[src/rtl/sipo_pkg.sv]
// Shared constants and helpers for the SIPO receiver slice.
package sipo_pkg;

  localparam int SIPO_DEFAULT_WIDTH = 8;

  // Reset contents of the storage register (sliced to WIDTH by users).
  localparam logic [31:0] SIPO_STORE_RST = 32'h0;

  // Bit-counter width; a 2-bit frame still needs a 1-bit counter.
  function automatic int sipo_cnt_width(input int width);
    return (width <= 2) ? 1 : $clog2(width);
  endfunction

endpackage

[src/rtl/sipo_shift_core.sv]
// Serial shift register with frame bit counter and completion strobe.
module sipo_shift_core
  import sipo_pkg::*;
#(
  parameter int WIDTH = SIPO_DEFAULT_WIDTH
) (
  input  logic             clk,
  input  logic             rst,
  input  logic             ser,
  input  logic             sh_en,
  input  logic             clr,
  output logic [WIDTH-1:0] sreg,
  output logic             done,
  output logic             qh_s
);

  localparam int CW = sipo_cnt_width(WIDTH);

  logic [CW-1:0] cnt;

  // A clear on the same edge discards the shift, so no completion either.
  assign done = sh_en && !clr && (cnt == CW'(WIDTH - 1));
  assign qh_s = sreg[WIDTH-1];

  always_ff @(posedge clk) begin
    if (rst || clr) begin
      sreg <= '0;
      cnt  <= '0;
    end else if (sh_en) begin
      sreg <= {sreg[WIDTH-2:0], ser};
      cnt  <= done ? '0 : cnt + CW'(1);
    end
  end

endmodule

[src/rtl/sipo_shiftreg.sv]
// SIPO receiver: shift core plus storage latch, FULL pulse, OVERRUN flag, OE gate.
// Optional build macro SIPO_AUTOLATCH_EN loads storage on every completed frame.
module sipo_shiftreg
  import sipo_pkg::*;
#(
  parameter int WIDTH = SIPO_DEFAULT_WIDTH
) (
  input  logic             CLK,
  input  logic             RST,
  input  logic             SER,
  input  logic             SH_EN,
  input  logic             CLR,
  input  logic             LATCH,
  input  logic             OE,
  output logic [WIDTH-1:0] Q,
  output logic             QH_S,
  output logic             FULL,
  output logic             OVERRUN
);

  logic [WIDTH-1:0] sreg;
  logic [WIDTH-1:0] storage;
  logic             done;
  logic             pending;

  sipo_shift_core #(.WIDTH(WIDTH)) u_core (
    .clk   (CLK),
    .rst   (RST),
    .ser   (SER),
    .sh_en (SH_EN),
    .clr   (CLR),
    .sreg  (sreg),
    .done  (done),
    .qh_s  (QH_S)
  );

  // LATCH captures sreg as it stood before this edge's shift or clear.
  always_ff @(posedge CLK) begin
    if (RST)
      storage <= SIPO_STORE_RST[WIDTH-1:0];
`ifdef SIPO_AUTOLATCH_EN
    else if (done)
      storage <= {sreg[WIDTH-2:0], SER};
`endif
    else if (LATCH)
      storage <= sreg;
  end

  // A completion on the latching edge leaves a fresh unlatched frame behind.
  always_ff @(posedge CLK) begin
    if (RST || CLR)
      pending <= 1'b0;
`ifndef SIPO_AUTOLATCH_EN
    else if (done)
      pending <= 1'b1;
`endif
    else if (LATCH)
      pending <= 1'b0;
  end

  always_ff @(posedge CLK) begin
    if (RST || CLR)
      OVERRUN <= 1'b0;
    else if (done && pending)
      OVERRUN <= 1'b1;
  end

  always_ff @(posedge CLK) begin
    if (RST)
      FULL <= 1'b0;
    else
      FULL <= done;
  end

  assign Q = OE ? storage : '0;

endmodule

[config.mk]
export PLATFORM = sky130hd
export DESIGN_NAME = sipo_shiftreg
export DESIGN_NICKNAME = d
export VERILOG_FILES = /design/src/rtl/sipo_pkg.sv /design/src/rtl/sipo_shift_core.sv /design/src/rtl/sipo_shiftreg.sv
export SDC_FILE = /design/constraint.sdc
export NUM_CORES = 1
export LEC_CHECK = 0
export BUFFER_PORTS_ARGS = -buffer_cell sky130_fd_sc_hd__buf_2
export CAP_MARGIN = 20
export CORE_AREA = 5 5 48 50
export DETAILED_ROUTE_END_ITERATION = 7
export DIE_AREA = 0 0 53 55
export PLACE_DENSITY = 0.76
export SLEW_MARGIN = 30
export SYNTH_ARGS = -nofsm -noshare
export SYNTH_HDL_FRONTEND = slang
export SYNTH_SLANG_ARGS = --single-unit
export TNS_END_PERCENT = 20
[constraint.sdc]
create_clock -name CLK -period 1.9 [get_ports CLK]
set_clock_uncertainty 0.15 [all_clocks]
set_input_delay 0.19 -clock CLK [delete_from_list [all_inputs] [get_ports CLK]]
set_output_delay 0.19 -clock CLK [all_outputs]
set_load 0.05 [all_outputs]
# Yosys cells after proc, flatten, opt, wreduce, memory -nomap -nowiden
# Index checks and enable logic that the tools add are counted.
dict set report classes {
  n_eq_ne 1
  n_reduce_logical 6
  add_sub_neg 1
  mux 4
}
# cell count
set ops {}
lappend ops {{$mux 8} 1}
lappend ops {{$add 3x1->3 const B} 1}
lappend ops {{$eq 3x3->1 const B} 1}
lappend ops {{$logic_and 1x1->1} 3}
lappend ops {{$mux 3} 1}
lappend ops {{$mux 1} 2}
lappend ops {{$reduce_bool 2->1} 1}
lappend ops {{$logic_not 1->1} 1}
lappend ops {{$logic_or 1x1->1} 1}
dict set report totals {
  inputBits 7
  out_inout_bits 11
  regBits 22
  elab_cells 18
}

# Longest topological paths before layout
dict set report depth {
  depth_word 4
  ltp_mapped 5
}

# Hierarchy
# Synthesis repeated with hierarchy kept, for this count alone.
dict set report unflattened {
  hier_cells 85
  area_unflattened_um2 873.3
}
# module n_inst area_per_inst_um2 cells_per_inst
set modules_own_cells {}
lappend modules_own_cells {sipo_shift_core 1 442.9 42}
lappend modules_own_cells {sipo_shiftreg 1 430.4 43}

# Worst setup path before layout
# OpenSTA, ideal clock, no wires.
dict set report synth_timing {
  path_kind {register to register}
  start {register u_core.cnt[0]}
  end {register u_core.cnt[0]}
  path_buffers 0
  slack_ns 0.526
  stages_incl_launch_ff 5
  required_time_ns 1.680
  arrival_time_ns 1.154
  path_cell_list {dfxtp_1 -> ha_1 -> ha_1 -> or3b_1 -> a21oi_1}
}
dict set report synth_between {
  elab_chain_cells 3
}
# element line
set synth_lines {}
lappend synth_lines {{from (decl)} sipo_shift_core.sv:19} ;# logic [CW-1:0] cnt;
lappend synth_lines {{from (signal assigned)} sipo_shift_core.sv:31} ;# cnt <= done ? '0 : cnt + CW'(1);
lappend synth_lines {{parallel branches: the longest is 2 deep, another holds $add 3x1->3} -}
lappend synth_lines {{$mux 3 (*)} sipo_shift_core.sv:31}
# Mark *: on every way between the ends.
# A chain may end at the register's enable or synchronous reset.

# Final worst setup path
# Ends and elaborated chain as after synthesis.

==> flow_summary.json <==
{
  "status": "complete, no violations",
  "synth-compound-area-share_pct": 2.996,
  "cts.clk_slew.worst_paths_ns": 0.11,
  "row_count": 16,
  "place_congestion": 0.6907,
  "min_to": "storage[6]",
  "grt_pass1_vias": 563,
  "fillers": 187,
  "drtAntennaViolNets": 0,
  "cts_hold_buf": 1,
  "yosys.area_share.simple_pct": 20.11,
  "start_util_pct": 47.11,
  "grt_pass1_wl_um": 2339,
  "synth_top_family_by_area": "simple AND/OR/NAND/NOR gates",
  "post_cts_resized": 0,
  "h-tree-depth": 1,
  "tightest_slew_ns": 0.4326,
  "wirelength_um": 1372,
  "required_ns": 1.98,
  "synth_most_common_cell": "dfxtp_1",
  "yosys.area_share.adder_pct": 2.853,
  "worstPathArrival_ns": 1.58,
  "wl_per_cell_um": 10.72,
  "cts_setup_buffers": 0,
  "whs_path_depth": 2,
  "yosysUniqueCellTypes": 14,
  "setup_slack_ns": 0.4011,
  "dp_worst_setup_slack_ns": 0.4183,
  "rr_startpoint": "u_core.cnt[0]",
  "drive_gt1_share_pct": 19.80,
  "io_buffers": 17,
  "hp-start": "RST",
  "seq_area_um2": 440.4,
  "ys_seq_area_share_pct": 50.21,
  "synthXorXnorAreaFrac_pct": 0,
  "clockRootBuffer": "clkbuf_4",
  "synth_edf_count": 0,
  "yosysTopAreaCell": "dfxtp_1",
  "drc": 0,
  "drt_first_pass_iters": 2,
  "track_usage_pct": 11.72,
  "overflow": 0,
  "fin_nets": 112,
  "die_x_um": 53,
  "die-height_um": 55,
  "netlist_area_um2": 877.1,
  "antenna_found_initial": 0,
  "num_antenna_cells": 0,
  "synth_top_area_share_pct": 50.21,
  "synth.avg_cell_area_um2": 10.20,
  "grt_busiest_layer": "met2",
  "syn2layout_area_growth_pct": 11.70,
  "vias_per_cell": 4.758,
  "met1_usage_pct": 11.99,
  "hold_path.class": "primary input to flip-flop",
  "tns_ns": 0,
  "grt_max_degree": 17,
  "startpoint_type": "flip-flop",
  "synthArstFlopShare_pct": 0,
  "final_max_slew_viol_count": 0,
  "core_area_um2": 1862,
  "netlist_instances": 86,
  "multiInputGateArea_um2": 387.9,
  "cts_tree": "yes",
  "reg2reg_setup_slack_ns": 0.40,
  "relSlewSlack_pct": 71.16,
  "synth_fp_nets": 95,
  "clock-sinks": 22,
  "rsz0062_at_grt": "false",
  "cts.path.max_buffers": 2,
  "fin_crit_sh_pct": 78.89,
  "die_area_um2": 2915,
  "clk-insertion-delay-late_ns": 0.30,
  "use_met3_pct": 3.217,
  "drt_iter0_drc": 2,
  "hpwl_um": 1036,
  "ys_warn_count": 0,
  "min_period_ns": 1.499,
  "synthFlopType": "dfxtp_1",
  "path_max_fanout": 5,
  "crit_path_end_kind": "flip-flop",
  "irDropWorstVdd_uv": 588.3,
  "cts-buffers-inserted": 3,
  "fin_hold_ws_ns": 0.0007497,
  "yosys-top-cells-area": "dfxtp_1 50%, mux2i_1 18%, nor2_1 7.7%",
  "p_leak_uw": 0.0004550,
  "max_freq_mhz": 667.2,
  "critical_path_class": "flip-flop to flip-flop",
  "ys_ff_latch": 22,
  "hold_violations": 0,
  "maxCapViolations": 0,
  "synthMuxAreaShare_pct": 18.26,
  "vias": 609,
  "use_met2_pct": 19.21,
  "num_io_pins": 18,
  "r2r_cells": 4,
  "synth_common_cells": "22 x dfxtp_1, 18 x nor2_1, 16 x mux2i_1, 8 x and2_1",
  "setup_viol": 0,
  "r2r-end": "u_core.cnt[0]",
  "p_per_area_nw_per_um2": 721.4
}
==> metal layers <==
layer	up-vias	part of all wire [%]
met2	17	45
met4	0	3.9
met3	5	6.2
met5	-	0
met1	270	45
li1	317	-
==> power breakdown <==
group	leakage (uW)	internal [uW]	total [uW]	switching [uW]
clock network	0.0000138	74.0	201	127
registers	0.000177	464	465	1.76
logic	0.000264	17.3	40.0	22.7
==> area by class of cell <==
class	count	share of cell area, %
multi-input combinational	58	39.59
timing repair buffer	18	9.706
tap	27	3.448
sequential	22	44.96
clock buffer	3	2.299
==> layout by cell type, fill, tap and decap left out <==
cell type      count
dlygate4sd3_1      1
or3b_1             1
nand3b_1           2
a21oi_1            4
nand2b_1           4
a31oi_1            1
clkbuf_4           3
dfxtp_1           22
or2_1              1
and2_1             8
ha_1               2
buf_2             17
nand2_1            1
nor2_1            18
mux2i_1           16
==> flip-flops by register name (all words and copies together), names as in the netlist <==
register     cells
pending          1
u_core.cnt       3
OVERRUN          1
FULL             1
storage          8
u_core.sreg      8
==> cell families (layout without fill, tap and decap cells) <==
| kind of cell | after synthesis | in the layout |
|---|---|---|
| AOI/OAI and AO/OA | 5 | 5 |
| adders and majority gates | 2 | 2 |
| buffers and inverters | 6 | 21 |
| DFF | 22 | 22 |
| muxes | 16 | 16 |
| and+or+nand+nor | 35 | 35 |
==> critical path, cell delays in order, from the launching register on <==
cell,delay (ns)
dfxtp_1,0.34
ha_1,0.20
ha_1,0.24
or3b_1,0.35
a21oi_1,0.14
==> through the flow <==
step	area [um^2]	util (%)	cells	power, uW
after global routing	979.7	52.62	128	747.5
after global placement	947.2	50.87	124	514.5
after floorplan	877.1	-	86	511.5
final	979.7	52.62	128	706.7
after detailed placement	947.2	50.87	124	515.3
after CTS	979.7	52.62	128	714.6
==> worst max path at each step <==
stage          slack, ns  cells past startpoint       endpoint     startpoint
6_report            0.40                      4  u_core.cnt[0]  u_core.cnt[0]
5_1_grt             0.32                      4  u_core.cnt[0]  u_core.cnt[0]
4_1_cts             0.39                      4  u_core.cnt[0]  u_core.cnt[0]
3_5_place_dp        0.42                      4  u_core.cnt[0]  u_core.cnt[0]
3_3_place_gp        0.49                      4  u_core.cnt[0]  u_core.cnt[0]
2_1_floorplan       0.53                      4  u_core.cnt[0]  u_core.cnt[0]
Power figures use the tool's default switching activity.
